File: config.mk
export PLATFORM = sky130hd
export DESIGN_NAME = neuron_timestep_sequencer
export DESIGN_NICKNAME = d
export VERILOG_FILES = /design/src/rtl/neuron_timestep_sequencer.sv
export SDC_FILE = /design/constraint.sdc
export NUM_CORES = 1
export LEC_CHECK = 0
export ABC_CLOCK_PERIOD_IN_PS = 4100
export BUFFER_PORTS_ARGS = -buffer_cell sky130_fd_sc_hd__clkbuf_2
export CAP_MARGIN = 20
export CORE_MARGIN = 2
export CORE_UTILIZATION = 40
export CTS_BUF_LIST = sky130_fd_sc_hd__clkbuf_4 sky130_fd_sc_hd__clkbuf_8 sky130_fd_sc_hd__clkbuf_16
export DETAILED_ROUTE_END_ITERATION = 6
export GPL_TIMING_DRIVEN = 0
export HOLD_SLACK_MARGIN = 0.12
export PLACE_DENSITY_LB_ADDON = 0.15
export RECOVER_POWER = 50
export SYNTH_ARGS = -nofsm -noshare
export SYNTH_HDL_FRONTEND = slang
export SYNTH_SLANG_ARGS = --single-unit
File: constraint.sdc
create_clock -name wb_clk_i -period 4.1 [get_ports wb_clk_i]
set_clock_uncertainty 0.15 [all_clocks]
set_input_delay 0.615 -clock wb_clk_i [delete_from_list [all_inputs] [get_ports wb_clk_i]]
set_output_delay 0.615 -clock wb_clk_i [all_outputs]
set_load 0.005 [all_outputs]
File: src/rtl/neuron_timestep_sequencer.sv
// neuron_timestep_sequencer
//   Per-timestep controller for a single neuron. It loads the stored potential
//   and integrates signed synaptic weights from a stream of axon events. On
//   tick it applies the leak, then checks the thresholds, which may fire a
//   spike and reset the potential. It then writes the new potential back into
//   the neuron parameter store. The store only accepts external writes while
//   its Wishbone port is idle, so the write-back stalls until bus_busy_i is low.
//   A write-back that stalls too long is abandoned and flagged on timeout_o.
//
// Optional feature macro: NTS_SPIKE_COUNT_EN
//   When defined, adds CNT_W and spike_count_o. spike_count_o is a saturating
//   count of emitted spikes that only reset clears.
//
// Ports
//   wb_clk_i                in  1      clock (only clock)
//   wb_rst_i                in  1      synchronous active-high reset
//   start_i                 in  1      begin timestep (ignored while busy)
//   tick_i                  in  1      end-of-timestep strobe
//   evt_valid_i/evt_ready_o     1      axon event handshake
//   evt_type_i              in  2      weight select (weight_type1..4)
//   evt_conn_i              in  1      synapse connected (0: consume, no add)
//   voltage_potential_i     in  8      stored potential (signed)
//   pos/neg_threshold_i     in  8      firing / floor thresholds (signed)
//   leak_value_i            in  8      leak added on tick (signed)
//   weight_type1..4_i       in  8      synaptic weights (signed)
//   pos/neg_reset_i         in  8      post-threshold potentials (signed)
//   bus_busy_i              in  1      parameter store Wishbone cycle active
//   ext_voltage_potential_o out 8      write-back value (holds between writes)
//   ext_write_enable_o      out 1      write-back strobe, only in WB
//   spike_o                 out 1      one-cycle spike pulse
//   busy_o                  out 1      timestep in progress
//   done_o                  out 1      one-cycle end-of-timestep pulse
//   timeout_o               out 1      sticky write-back abort, cleared by start
//   spike_count_o           out CNT_W  (NTS_SPIKE_COUNT_EN only)
module neuron_timestep_sequencer #(
  parameter int WB_WAIT_MAX = 15
`ifdef NTS_SPIKE_COUNT_EN
  , parameter int CNT_W     = 16
`endif
) (
  input  logic       wb_clk_i,
  input  logic       wb_rst_i,
  input  logic       start_i,
  input  logic       tick_i,
  input  logic       evt_valid_i,
  output logic       evt_ready_o,
  input  logic [1:0] evt_type_i,
  input  logic       evt_conn_i,
  input  logic [7:0] voltage_potential_i,
  input  logic [7:0] pos_threshold_i,
  input  logic [7:0] neg_threshold_i,
  input  logic [7:0] leak_value_i,
  input  logic [7:0] weight_type1_i,
  input  logic [7:0] weight_type2_i,
  input  logic [7:0] weight_type3_i,
  input  logic [7:0] weight_type4_i,
  input  logic [7:0] pos_reset_i,
  input  logic [7:0] neg_reset_i,
  input  logic       bus_busy_i,
  output logic [7:0] ext_voltage_potential_o,
  output logic       ext_write_enable_o,
  output logic       spike_o,
  output logic       busy_o,
  output logic       done_o,
  output logic       timeout_o
`ifdef NTS_SPIKE_COUNT_EN
  , output logic [CNT_W-1:0] spike_count_o
`endif
);

  localparam int WC_W = (WB_WAIT_MAX < 1) ? 1 : $clog2(WB_WAIT_MAX + 1);

  typedef enum logic [2:0] {
    S_IDLE, S_LOAD, S_ACCUM, S_LEAK, S_FIRE, S_WB, S_DONE
  } state_t;

  state_t          r_state, w_state_next;
  logic [7:0]      r_v_acc, w_v_acc_next;
  logic [7:0]      r_ext_vp, w_ext_vp_next;
  logic [WC_W-1:0] r_wait_cnt, w_wait_cnt_next;
  logic            r_timeout, w_timeout_next;
  logic [7:0]      w_weight;
  logic [7:0]      w_fire_v;

  // Signed 8-bit add with clamping to [-128, 127].
  function automatic logic [7:0] sat8(input logic [7:0] a, input logic [7:0] b);
    logic signed [8:0] s;
    s = $signed({a[7], a}) + $signed({b[7], b});
    if (s > 9'sd127)
      return 8'h7F;
    else if (s < -9'sd128)
      return 8'h80;
    else
      return s[7:0];
  endfunction

  always_comb begin
    case (evt_type_i)
      2'd0:    w_weight = weight_type1_i;
      2'd1:    w_weight = weight_type2_i;
      2'd2:    w_weight = weight_type3_i;
      default: w_weight = weight_type4_i;
    endcase
  end

  // Threshold decision; the positive check takes priority over the negative one.
  always_comb begin
    if ($signed(r_v_acc) >= $signed(pos_threshold_i))
      w_fire_v = pos_reset_i;
    else if ($signed(r_v_acc) <= $signed(neg_threshold_i))
      w_fire_v = neg_reset_i;
    else
      w_fire_v = r_v_acc;
  end

  always_comb begin
    w_state_next       = r_state;
    w_v_acc_next       = r_v_acc;
    w_ext_vp_next      = r_ext_vp;
    w_wait_cnt_next    = r_wait_cnt;
    w_timeout_next     = r_timeout;
    evt_ready_o        = 1'b0;
    ext_write_enable_o = 1'b0;
    spike_o            = 1'b0;
    done_o             = 1'b0;
    case (r_state)
      S_IDLE: begin
        if (start_i) begin
          w_timeout_next = 1'b0;
          w_state_next   = S_LOAD;
        end
      end
      S_LOAD: begin
        w_v_acc_next = voltage_potential_i;
        w_state_next = S_ACCUM;
      end
      S_ACCUM: begin
        evt_ready_o = 1'b1;
        // An event handshaken together with tick is still integrated.
        if (evt_valid_i && evt_conn_i)
          w_v_acc_next = sat8(r_v_acc, w_weight);
        if (tick_i)
          w_state_next = S_LEAK;
      end
      S_LEAK: begin
        w_v_acc_next = sat8(r_v_acc, leak_value_i);
        w_state_next = S_FIRE;
      end
      S_FIRE: begin
        spike_o         = ($signed(r_v_acc) >= $signed(pos_threshold_i));
        w_v_acc_next    = w_fire_v;
        // Present the write-back value for the whole WB phase and keep it after.
        w_ext_vp_next   = w_fire_v;
        w_wait_cnt_next = '0;
        w_state_next    = S_WB;
      end
      S_WB: begin
        ext_write_enable_o = 1'b1;
        if (!bus_busy_i) begin
          w_state_next = S_DONE;
        end else if (r_wait_cnt == WC_W'(WB_WAIT_MAX)) begin
          // Give up: the strobe is withdrawn in this cycle so no write lands.
          ext_write_enable_o = 1'b0;
          w_timeout_next     = 1'b1;
          w_state_next       = S_DONE;
        end else begin
          w_wait_cnt_next = r_wait_cnt + 1'b1;
        end
      end
      S_DONE: begin
        done_o       = 1'b1;
        w_state_next = S_IDLE;
      end
      default: w_state_next = S_IDLE;
    endcase
  end

  always_ff @(posedge wb_clk_i) begin
    if (wb_rst_i) begin
      r_state    <= S_IDLE;
      r_v_acc    <= 8'h00;
      r_ext_vp   <= 8'h00;
      r_wait_cnt <= '0;
      r_timeout  <= 1'b0;
    end else begin
      r_state    <= w_state_next;
      r_v_acc    <= w_v_acc_next;
      r_ext_vp   <= w_ext_vp_next;
      r_wait_cnt <= w_wait_cnt_next;
      r_timeout  <= w_timeout_next;
    end
  end

  assign ext_voltage_potential_o = r_ext_vp;
  assign busy_o                  = (r_state != S_IDLE);
  assign timeout_o               = r_timeout;

`ifdef NTS_SPIKE_COUNT_EN
  logic [CNT_W-1:0] r_spike_cnt;

  always_ff @(posedge wb_clk_i) begin
    if (wb_rst_i)
      r_spike_cnt <= '0;
    else if (spike_o && (r_spike_cnt != {CNT_W{1'b1}}))
      r_spike_cnt <= r_spike_cnt + 1'b1;
  end

  assign spike_count_o = r_spike_cnt;
`endif

endmodule
# Word-level counts from Yosys, hierarchy flattened
# Cells that the tools add are included.
[op_classes]
div_mod_pow = 0
bitwise_logic = 0
multipliers = 0
add_sub_neg = 3
magnitude_cmp = 6
n_reduce_logical = 11
shifts = 0
muxes = 27
eq_ne = 16
[op_table]
columns = ["op", "count"]
rows = [
  ["$mux 8", 7],
  ["$pmux 8 s4", 1],
  ["$pmux 8 s3", 1],
  ["$add 8x8->9", 2],
  ["$gt 9x8->1 const B", 2],
  ["$lt 9x8->1 const B", 2],
  ["$pmux 3 s6", 1],
  ["$mux 3", 4],
  ["$ne 2x2->1 const B", 6],
  ["$eq 3x3->1 const B", 3],
  ["$mux 1", 9],
  ["$ge 8x8->1", 1],
  ["$le 8x8->1", 1],
  ["$mux 4", 2],
  ["$pmux 4 s2", 1],
  ["$eq 3x2->1 const B", 2],
  ["$reduce_and 3->1", 2],
  ["$add 4x1->4 const B", 1],
  ["$eq 4x4->1 const B", 1],
  ["$reduce_and 4->1", 1],
  ["$reduce_bool 2->1", 2],
  ["$reduce_bool 4->1", 1],
  ["$eq 3x1->1 const B", 1],
  ["$logic_not 3->1", 1],
  ["8 further kinds", 8],
]
[word_totals]
ramBits = 0
reg_bits = 24
rom_bits = 0
latch_bits = 0
memories = 0

# Longest topological paths before layout
# Gate-level depths: netlist of run 1.
[depth]
word_depth = 8
mapped_depth = 12
mapped_depth_nobuf = 11

# Worst setup path before layout of run 1
# OpenSTA, ideal clock, no wires.
[synth_timing]
kind = "input to register"
start = "input port evt_type_i[0]"
end = "register r_v_acc[2]"
arrival_ns = 3.337
path_stages = 10
setup_slack_ns = 0.522
cell_sequence = "clkbuf_1 -> mux4_2 -> ha_1 -> a21oi_2 -> o211ai_2 -> o41a_4 -> mux2_4 -> nor2_2 -> a22oi_1 -> a311oi_1"
[synth_via]
elab_chain_len = 8
[synth_lines]
columns = ["element", "line_no", "text"]
rows = [
  ["start, declared", "47", "input logic [1:0] evt_type_i,"],
  ["$eq 2x2->1, or another cell as far along", "98", "case (evt_type_i)"],
  ["$pmux 8 s3 (*)", "98", ""],
  ["$add 8x8->9 (*)", "88", "s = $signed({a[7], a}) + $signed({b[7], b});"],
  ["$lt 9x8->1", "91", "else if (s < -9'sd128)"],
  ["$mux 8", "91", ""],
  ["$mux 8 (*)", "89", "if (s > 9'sd127)"],
  ["$mux 8 (*)", "140", "if (evt_valid_i && evt_conn_i)"],
  ["$pmux 8 s4 (*)", "126", "case (r_state)"],
  ["end signal, assigned", "187", "r_v_acc <= w_v_acc_next;"],
  ["end, declared", "78", "logic [7:0] r_v_acc, w_v_acc_next;"],
]
# Mark *: on every way between the ends. The rest lies on a longest branch, timed or not. The select of a mux whose other input is x is not followed.
# A chain may end at the register's enable or synchronous reset.

# Final worst setup path of run 1
[layout_timing]
start = "input port evt_type_i[0]"
end = "register r_v_acc[4]"
# The elaborated chain is that of the path after synthesis.

==> summary.md, run 1 <==
| Metric | Value |
|---|---|
| Status | finished, final reports clean |
| Pin count of the biggest net entering global routing | 14 |
| R2R depth | 9 |
| Final Non-Filler Cells | 552 |
| Delay-heaviest family, CP | compound AO/OA/AOI/OAI gates |
| Drt total wl | 7.965 mm |
| EDFF count, synth | 0 |
| Total Neg Setup Slack | 0 ps |
| Fin crit period | 3614 ps |
| Rel. slew slack | 0.5862 |
| DRT met1 WL | 3.737 mm |
| Hold Crit Class | register to register |
| Clock buffer depth | 2 |
| Library cells used by synthesis | 64 |
| Worst Setup Slack, final | 486.2 ps |
| Routability Congestion | 0.7869 |
| CP Capture Point | r_v_acc[4] |
| R2R Setup Slk | 1140 ps |
| Core ar. | 6869 sq um |
| Root Driver | clkbuf_8 |
| WP data required | 4130 ps |
| Syn_area_per_cell | 8.106 sq um |
| DRC errors left | 0 |
| Gate Count Post-Synth | 353 |
| Met3 WL | 446 um |
| Final hold vios | 0 |
| Crit. Startpoint | evt_type_i[0] |
| Worst path bufs/invs | 1 |
| Hpwl dp | 6.730 mm |
| Final period utilization | 0.8814 |
| Top routing layer used | met4 |
| Reg2Reg Launch Point | r_v_acc[1] |
| Nets | 582 |
| PortBufs | 99 |
| Crit-path slowest cell | mux4_2 |
| CTS tree | done |
| PostCTS Resize Cnt | 0 |
| Setup bufs post-CTS | 0 |
| Worst-Skew Late Latency | 270 ps |
| Register area share after synthesis | 0.1679 |
| Clock-pin slew on the worst setup and hold paths | 90 ps |
| Cell area after synthesis | 2861 sq um |
| Die height | 88.58 um |
| Synth Register Bits | 24 |
| First-pass GRT wire length | 12.84 mm |
| Maximum clock frequency | 276.7 MHz |
| Cell area power density | 354.8 nW/um^2 |
| Die area | 7846 sq um |
| Final setup viols | 0 |
| Placed cells | 548 |
| YS warnings | 0 |
| Initial Util | 0.4166 |
| Antenna violations before repair | 0 |
| Via Count | 2989 |
| Critical path fanouts, max | 8 |
| Post-place setup slack | 177.1 ps |
| Detailed-routed wire length on met2 | 3.695 mm |
| Worst Tran Pin Value | 620.7 ps |
| Worst path depth | 10 |
| WL/cell | 14.43 um |
| CP arrival | 3640 ps |
| Area added between synthesis and finish | 23.09% |
| Cts bufs inserted | 3 |
| Remaining Overflow, GRT | 0 |
| IR drop worst, VDD | 124.1 uV |
| # rows | 30 |
| Router iterations before antenna repair | 4 |
| Post-synth top flop | dfxtp_1 |
| Total Routing Usage GR | 0.2064 |
| Ys async rst share | 0 |
| CP Launch Type | input pin |
| Final core utilization | 0.5128 |
| Leakage | 1.626 nW |
| Max_cap viols | 0 |
| Number of global-route vias before repair | 2821 |
| Critical path endpoint category | register |
| Cell area after layout | 3522 sq um |
| Htree depth | 1 |
| CP Cell Sequence | clkbuf_1 -> mux4_2 -> ha_1 -> nand3_1 -> o211ai_2 -> o41a_4 -> a211o_1 -> a21oi_1 -> o31ai_4 -> a311oi_1 |
| # hold bufs at CTS | 0 |
| Clk sinks | 24 |
| Vias per std cell | 5.415 |
| Placed Instance Area | 3477 sq um |
| Max-slew violation count | 0 |
| Critical path class | input pin to register |
| Ports | 103 |
| Syn_nets | 478 |
| Antenna diode count | 0 |
| RSZ-0062 raised after global routing | false |
| Die Wd | 88.58 um |
| Drt initial violations | 160 |
| Reg-to-Reg End | r_v_acc[4] |
| Antenna viol nets, final | 0 |
| CP max stage delay | 600 ps |
| Share of post-route cells with drive strength above 1 | 0.2741 |
-- sequential cells by signal, indices dropped and copies added, names as in the netlist --
signal	cells
timeout_o	1
ext_voltage_potential_o	8
r_state	3
r_v_acc	8
r_wait_cnt	4
-- metrics by stage --
| stage | hold slack, ps | total power, W |
|---|---|---|
| 2_1_floorplan | 329.6 | 0.0008912 |
| 3_3_place_gp | 336.9 | 0.001073 |
| 3_5_place_dp | 352.4 | 0.001089 |
| 4_1_cts | 375.5 | 0.001253 |
| 5_1_grt | 401.0 | 0.001368 |
| 6_report | 366.9 | 0.001250 |
-- synthesized netlist by cell type, drive strengths merged (4+ instances only) --
library cell | n | share of area
a22oi | 6 | 0.016
nand3 | 7 | 0.012
a311oi | 5 | 0.015
mux4 | 8 | 0.063
nor2b | 6 | 0.013
xnor2 | 6 | 0.018
nand2b | 8 | 0.020
ha | 34 | 0.15
a21oi | 18 | 0.033
nand2 | 26 | 0.034
o21ai | 16 | 0.029
a211oi | 6 | 0.016
dfxtp | 24 | 0.17
a31oi | 4 | 0.014
inv | 29 | 0.038
nor2 | 46 | 0.061
a221oi | 14 | 0.043
mux2i | 9 | 0.031
clkbuf | 9 | 0.012
buf | 6 | 0.010
nor3 | 15 | 0.035
-- per-layer routing --
metal,GRT usage,up-vias
li1,-,1529
met3,0.01866,9
met4,0.03719,0
met2,0.3616,102
met5,0,-
met1,0.2795,1349
-- layout make-up --
class | count | area [sq um]
inverters | 29 | 108.9
multi-input cells | 285 | 2210
fillers | 720 | 3347
flip-flops and latches | 24 | 480.5
repair buffers | 99 | 485.5
well taps | 96 | 120.1
clock buffers | 4 | 55.05
plain buffers | 15 | 62.56
-- tightest hold or removal path: stages, from the launching register on --
cell      delay (ps)
dfxtp_1          340
a221oi_1          70
nor2_1            80
-- cell usage in the layout (no fill, tap or decap), types with 3 or more instances in the layout --
cell type	netlist	layout
a211o_1	3	3
a211oi_1	6	6
a21o_1	3	3
a21oi_1	17	17
a221oi_1	14	14
a22oi_1	6	6
a311oi_1	5	5
a31oi_1	3	3
buf_2	5	5
clkbuf_1	9	17
clkbuf_2	0	91
clkbuf_8	0	4
dfxtp_1	24	24
ha_1	34	34
inv_1	29	29
mux2i_1	9	9
mux4_2	8	8
nand2_1	26	26
nand2b_1	7	7
nand3_1	7	7
nand4_1	3	3
nor2_1	45	45
nor2b_1	6	6
nor3_1	10	10
nor3_2	5	5
nor3b_1	3	3
o21a_1	3	3
o21ai_0	14	14
xnor2_1	6	6
-- logic make-up after synthesis --
logic type | Yosys count | synth area share
adders and majority gates | 36 | 0.1627
buffers and inverters | 44 | 0.05990
DFF | 24 | 0.1679
and+or+nand+nor | 124 | 0.2191
xor gates and xnor gates | 7 | 0.02143
muxes | 19 | 0.1036
AOI/OAI and AO/OA | 99 | 0.2654
-- report_power, final --
group / internal, W / total, W / switching, W
Sequential: 0.000261 / 0.000318 / 0.0000569
Clock: 0.0000859 / 0.000166 / 0.0000796
Combinational: 0.000344 / 0.000767 / 0.000422
Total: 0.000691 / 0.00125 / 0.000559
-- how the worst min path moves through the flow --
stage,startpoint,to,cells past startpoint
final,ext_voltage_potential_o[7],ext_voltage_potential_o[7],2
after floorplan,r_wait_cnt[3],r_wait_cnt[3],2
after global routing,start_i,timeout_o,2
after CTS,ext_voltage_potential_o[7],ext_voltage_potential_o[7],2
after detailed placement,ext_voltage_potential_o[7],ext_voltage_potential_o[7],2
after global placement,ext_voltage_potential_o[1],ext_voltage_potential_o[1],2
No activity file was read; power rests on OpenSTA's default activity.
==> run 2: changes to the inputs <==
Settings changed: ABC_CLOCK_PERIOD_IN_PS 4100 to unset, CORE_UTILIZATION 40 to 25, PLACE_DENSITY_LB_ADDON 0.15 to unset.
==> run 2 against run 1 <==
- combinational power rose by 1%
- wire length increased by 7.7%
- sequential power up 2%
- critical path depth unchanged
- register-to-register slack better by 40 ps
- critical path type unchanged
- critical endpoint is now r_v_acc[0]
- highest routed layer unchanged
==> summary.md, run 2 (synthesis results as in run 1) <==
| Metric | Value |
|---|---|
| Final period utilization | 0.8917 (was 0.8814) |
| DRC errors left | 0 (unchanged) |
| Hpwl dp | 7.250 mm (was 6.730 mm) |
| Fin crit period | 3656 ps (was 3614 ps) |
| RSZ-0062 raised after global routing | false (unchanged) |
| Clock power frac | 0.174 (was 0.132) |
| Drt initial violations | 138 (was 160) |
| Vias per std cell | 5.015 (was 5.415) |
| Clock-pin slew on the worst setup and hold paths | 60 ps (was 90 ps) |
| Maximum clock frequency | 273.5 MHz (was 276.7 MHz) |
| Critical path endpoint category | register (unchanged) |
| Area added between synthesis and finish | 26.58% (was 23.09%) |
| Final hold vios | 0 (unchanged) |
| Clock buffer depth | 2 (unchanged) |
| Root Driver | clkbuf_16 (was clkbuf_8) |
| PostCTS Resize Cnt | 0 (unchanged) |
| Nets | 582 (unchanged) |
| Antenna diode count | 0 (unchanged) |
| Setup bufs post-CTS | 0 (unchanged) |
| WL/cell | 14.33 um (was 14.43 um) |
| # rows | 39 (was 30) |
| Leakage | 1.662 nW (was 1.626 nW) |
| Comb pwr share | 0.584 (was 0.613) |
| Sw Share | 0.4333 (was 0.4472) |
| Number of global-route vias before repair | 2928 (was 2821) |
| Multi-input gate area | 2210 sq um (unchanged) |
| Max-slew violation count | 0 (unchanged) |
| Worst Tran Pin Value | 621.8 ps (was 620.7 ps) |
| Net Switching | 0.0005776 W (was 0.0005589 W) |
| Routability Congestion | 0.8971 (was 0.7869) |
| Initial Util | 0.2539 (was 0.4166) |
| Remaining Overflow, GRT | 0 (unchanged) |
| Reg2Reg Launch Point | r_v_acc[0] (was r_v_acc[1]) |
| Cell area power density | 368.1 nW/um^2 (was 354.8 nW/um^2) |
| Final setup viols | 0 (unchanged) |
| CP Launch Type | input pin (unchanged) |
| Crit. Startpoint | evt_type_i[0] (unchanged) |
| Critical path class | input pin to register (unchanged) |
| Storage element area | 480.5 sq um (unchanged) |
| Worst-Skew Late Latency | 260 ps (was 270 ps) |
| Min-delay src | ext_voltage_potential_o[7] (unchanged) |
| Cts bufs inserted | 3 (unchanged) |
| WP data required | 4120 ps (was 4130 ps) |
| # hold bufs at CTS | 0 (unchanged) |
| Critical path fanouts, max | 8 (unchanged) |
| IR drop worst, VDD | 202.9 uV (was 124.1 uV) |
| Core ar. | 11270 sq um (was 6869 sq um) |
| Share of post-route cells with drive strength above 1 | 0.2873 (was 0.2741) |
| Number of fill cells in the layout | 1179 (was 720) |
| First-pass GRT wire length | 14.28 mm (was 12.84 mm) |
| Final core utilization | 0.3213 (was 0.5128) |
| Commonest cells after routing, fill and taps aside | clkbuf_2 (98), nor2_1 (45), ha_1 (34) (was clkbuf_2 (91), nor2_1 (45), ha_1 (34)) |
| Antenna viol nets, final | 0 (unchanged) |
| Hold Crit Class | register to register (unchanged) |
| Sequential power share | 0.242 (was 0.254) |
| Rel. slew slack | 0.5827 (was 0.5862) |
| CTS tree | done (unchanged) |
| Router iterations before antenna repair | 5 (was 4) |
| Int Power | 0.0007555 W (was 0.0006909 W) |
| Total Routing Usage GR | 0.1378 (was 0.2064) |
| Max_cap viols | 0 (unchanged) |
| Total Neg Setup Slack | 0 ps (unchanged) |
| Commonest non-fill, non-tap cell in the layout | clkbuf_2 (unchanged) |
| Die area | 12320 sq um (was 7846 sq um) |
| Ports | 103 (unchanged) |
| Clk sinks | 24 (unchanged) |
| Htree depth | 1 (unchanged) |
| Status | finished, final reports clean (unchanged) |
| PortBufs | 99 (unchanged) |
| Die height | 111.0 um (was 88.58 um) |
| Placed cells | 595 (was 548) |
| Pin count of the biggest net entering global routing | 14 (unchanged) |
| Die Wd | 111.0 um (was 88.58 um) |
| Via Count | 3004 (was 2989) |
| Drt total wl | 8.582 mm (was 7.965 mm) |
| CP arrival | 3680 ps (was 3640 ps) |
| Antenna violations before repair | 0 (unchanged) |
| Final Non-Filler Cells | 599 (was 552) |
==> run 2: per-stage QoR <==
stage	hold WS, ps	total power [W]	setup slack, ps	instance area [sq um]
floorplan	329.6	0.0008912	521.7	2861
global placement	341.1	0.001082	253.5	3536
detailed placement	356.9	0.001105	138.3	3536
CTS	371.6	0.001341	404.6	3625
global route	406.5	0.001457	143.6	3622
finish	363.3	0.001333	444.1	3622
==> run 2: cell type report <==
type,instances,area share
plain buffers,15,0.01693
clock buffers,4,0.02453
inverters,29,0.03005
multi-input cells,285,0.6100
flip-flops and latches,24,0.1326
well taps,143,0.04940
repair buffers,99,0.1364
==> run 2: worst max-delay path: stages <==
cell and delay, ps:
clkbuf_1 470, mux4_2 630, ha_1 310, a21oi_2 180, o211ai_2 140, o41a_4 410, mux2_4 330, nor2_2 190
a22oi_1 140, a311oi_1 280
==> run 2: layer usage <==
metal / part of all wire / global-route usage / vias up
li1: - / - / 1531
met1: 0.47 / 0.1882 / 1369
met2: 0.47 / 0.2380 / 96
met3: 0.046 / 0.009295 / 8
met4: 0.014 / 0.03250 / 0
met5: 0 / 0 / -
==> run 2: path summary, 6_finish.rpt <==
check                                                  end  cells after the start  slack, ps
worst min register to register  ext_voltage_potential_o[7]                      2        360
worst max register to register                  r_v_acc[4]                     10       1180
worst max-delay path                            r_v_acc[0]                     10        440
worst min-delay path            ext_voltage_potential_o[7]                      2        360
==> run 2: power groups by stage <==
stage | Sequential, W | Clock [W] | Combinational [W]
after floorplan | 0.000296 | 0 | 0.000595
after global placement | 0.000326 | 0 | 0.000756
after detailed placement | 0.000328 | 0 | 0.000777
after CTS | 0.000323 | 0.000236 | 0.000782
after global routing | 0.000328 | 0.000242 | 0.000887
final | 0.000323 | 0.000232 | 0.000778
==> run 3: changes to the inputs <==
Settings changed: CTS_BUF_LIST sky130_fd_sc_hd__clkbuf_4 sky130_fd_sc_hd__clkbuf_8 sky130_fd_sc_hd__clkbuf_16 to sky130_fd_sc_hd__clkbuf_8.
==> run 3 against run 2 <==
- flip-flop and latch count stayed put
- critical endpoint unchanged
- non-clock buffer count unchanged
- global-route usage shrank 0.079 points
- via count is 0.17% lower
- power down 5.2%
==> summary.md, run 3 (synthesis results as in run 1) <==
| Metric | Value |
|---|---|
| DRC errors left | 0 (unchanged) |
| R2R Setup Slk | 1190 ps (was 1180 ps) |
| Ports | 103 (unchanged) |
| Commonest non-fill, non-tap cell in the layout | clkbuf_2 (unchanged) |
| Pin count of the biggest net entering global routing | 14 (unchanged) |
| CP arrival | 3680 ps (about the same) |
| Number of global-route vias before repair | 2919 (was 2928) |
| # rows | 39 (unchanged) |
| GR Util met2 | 0.2364 (was 0.2380) |
| Maximum clock frequency | 274.6 MHz (was 273.5 MHz) |
| First-pass GRT wire length | 14.23 mm (was 14.28 mm) |
| CP Launch Type | input pin (unchanged) |
| Post-place setup slack | 138.3 ps (unchanged) |
| Final hold vios | 0 (unchanged) |
| PortBufs | 99 (unchanged) |
| Worst path bufs/invs | 1 (unchanged) |
| Worst Tran Pin Value | 633.6 ps (was 621.8 ps) |
| Drt total wl | 8.511 mm (was 8.582 mm) |
| Antenna violations before repair | 0 (unchanged) |
| Clock-pin slew on the worst setup and hold paths | 90 ps (was 60 ps) |
| Remaining Overflow, GRT | 0 (unchanged) |
| Max_cap viols | 0 (unchanged) |
| Drt initial violations | 154 (was 138) |
| IR drop worst, VDD | 119.0 uV (was 202.9 uV) |
| Fin crit period | 3642 ps (was 3656 ps) |
| CP max stage delay | 630 ps (about the same) |
| Share of post-route cells with drive strength above 1 | 0.2873 (unchanged) |
| RSZ-0062 raised after global routing | false (unchanged) |
| Total Routing Usage GR | 0.1370 (was 0.1378) |
| Die height | 111.0 um (unchanged) |
| CP Cell Sequence | clkbuf_1 -> mux4_2 -> ha_1 -> a21oi_2 -> o211ai_2 -> o41a_4 -> mux2_4 -> nor2_2 -> a22oi_1 -> a311oi_1 (unchanged) |
| Antenna viol nets, final | 0 (unchanged) |
| Number of fill cells in the layout | 1185 (was 1179) |
| Final period utilization | 0.8883 (was 0.8917) |
| Crit-path slowest cell | mux4_2 (unchanged) |
| Cts bufs inserted | 3 (unchanged) |
| Critical path fanouts, max | 8 (unchanged) |
| Htree depth | 1 (unchanged) |
| Commonest cells after routing, fill and taps aside | clkbuf_2 (98), nor2_1 (45), ha_1 (34) (unchanged) |
| Antenna diode count | 0 (unchanged) |
| PostCTS Resize Cnt | 0 (unchanged) |
| Clock buffer depth | 2 (unchanged) |
| Status | finished, final reports clean (unchanged) |
| Core ar. | 11270 sq um (unchanged) |
| # hold bufs at CTS | 0 (unchanged) |
| Gr busiest metal | met2 (unchanged) |
| Via Count | 2999 (was 3004) |
| Rel. slew slack | 0.5748 (was 0.5827) |
| Cell area power density | 352.0 nW/um^2 (was 368.1 nW/um^2) |
| Critical path class | input pin to register (unchanged) |
| Clk sinks | 24 (unchanged) |
| Hpwl dp | 7.250 mm (unchanged) |
| GRT met1 Usage | 0.1890 (was 0.1882) |
| Initial Util | 0.2539 (unchanged) |
| Final setup viols | 0 (unchanged) |
| Total Neg Setup Slack | 0 ps (unchanged) |
| Routability Congestion | 0.8971 (unchanged) |
| Root Driver | clkbuf_8 (was clkbuf_16) |
| Nets | 582 (unchanged) |
| Worst-Skew Late Latency | 270 ps (was 260 ps) |
| Setup bufs post-CTS | 0 (unchanged) |
| WP data required | 4140 ps (was 4120 ps) |
| Delay-heaviest family, CP | compound AO/OA/AOI/OAI gates (unchanged) |
| Vias per std cell | 5.007 (was 5.015) |
| CTS tree | done (unchanged) |
| Die area | 12320 sq um (unchanged) |
| Met3 global-route usage | 0.007654 (was 0.009295) |
| Multi-input gate area | 2210 sq um (unchanged) |
| Leakage | 1.646 nW (was 1.662 nW) |
| Router iterations before antenna repair | 5 (unchanged) |
| Critical path endpoint category | register (unchanged) |
| Max-slew violation count | 0 (unchanged) |
| Storage element area | 480.5 sq um (unchanged) |
| Die Wd | 111.0 um (unchanged) |
| Area added between synthesis and finish | 25.40% (was 26.58%) |
| WL/cell | 14.21 um (was 14.33 um) |
| Worst Setup Slack, final | 458.1 ps (was 444.1 ps) |
| Hold Crit Class | register to register (unchanged) |
-- run 3: cell counts in the layout (fill, tap and decap cells not counted) --
Identical to the previous run, type by type.
-- run 3: power by group --
| group | total, W | internal [W] | switching (W) |
|---|---|---|---|
| registers | 0.000321 | 0.000261 | 0.0000607 |
| clock network | 0.000163 | 0.0000858 | 0.0000776 |
| logic | 0.000779 | 0.000345 | 0.000433 |
-- run 3: final cells by class --
type                    instances  share of cell area
multi-input cells             285              0.6158
repair buffers                 99              0.1377
flip-flops and latches         24              0.1339
well taps                     143             0.04986
inverters                      29             0.03033
plain buffers                  15             0.01709
clock buffers                   4             0.01534
-- run 3: worst paths after layout --
check / from / endpoint / depth (start not counted)
max: evt_type_i[0] / r_v_acc[0] / 10
max reg2reg: r_v_acc[0] / r_v_acc[4] / 10
min reg2reg: ext_voltage_potential_o[7] / ext_voltage_potential_o[7] / 2
min: ext_voltage_potential_o[7] / ext_voltage_potential_o[7] / 2
-- run 3: metrics by stage --
stage | cells | util | power (W) | area (sq um) | hold slack [ps]
final | 599 | 0.3183 | 0.001263 | 3588 | 369.1
after CTS | 599 | 0.3186 | 0.001272 | 3591 | 378.1
after floorplan | 353 | - | 0.0008912 | 2861 | 329.6
after detailed placement | 595 | 0.3137 | 0.001105 | 3536 | 356.9
after global routing | 599 | 0.3183 | 0.001388 | 3588 | 392.5
after global placement | 595 | 0.3137 | 0.001082 | 3536 | 341.1
-- run 3: routing by layer --
layer | wire length (um) | part of all wire | up-vias
met3 | 410 | 0.048 | 6
met5 | 0 | 0 | -
met4 | 90 | 0.011 | 0
met1 | 4032 | 0.47 | 1368
li1 | - | - | 1533
met2 | 3977 | 0.47 | 92
-- run 3: worst min-delay path, cell delays in order, from the launching register on --
cell and delay, ps:
dfxtp_1 340, a221oi_1 80, nor2_1 80
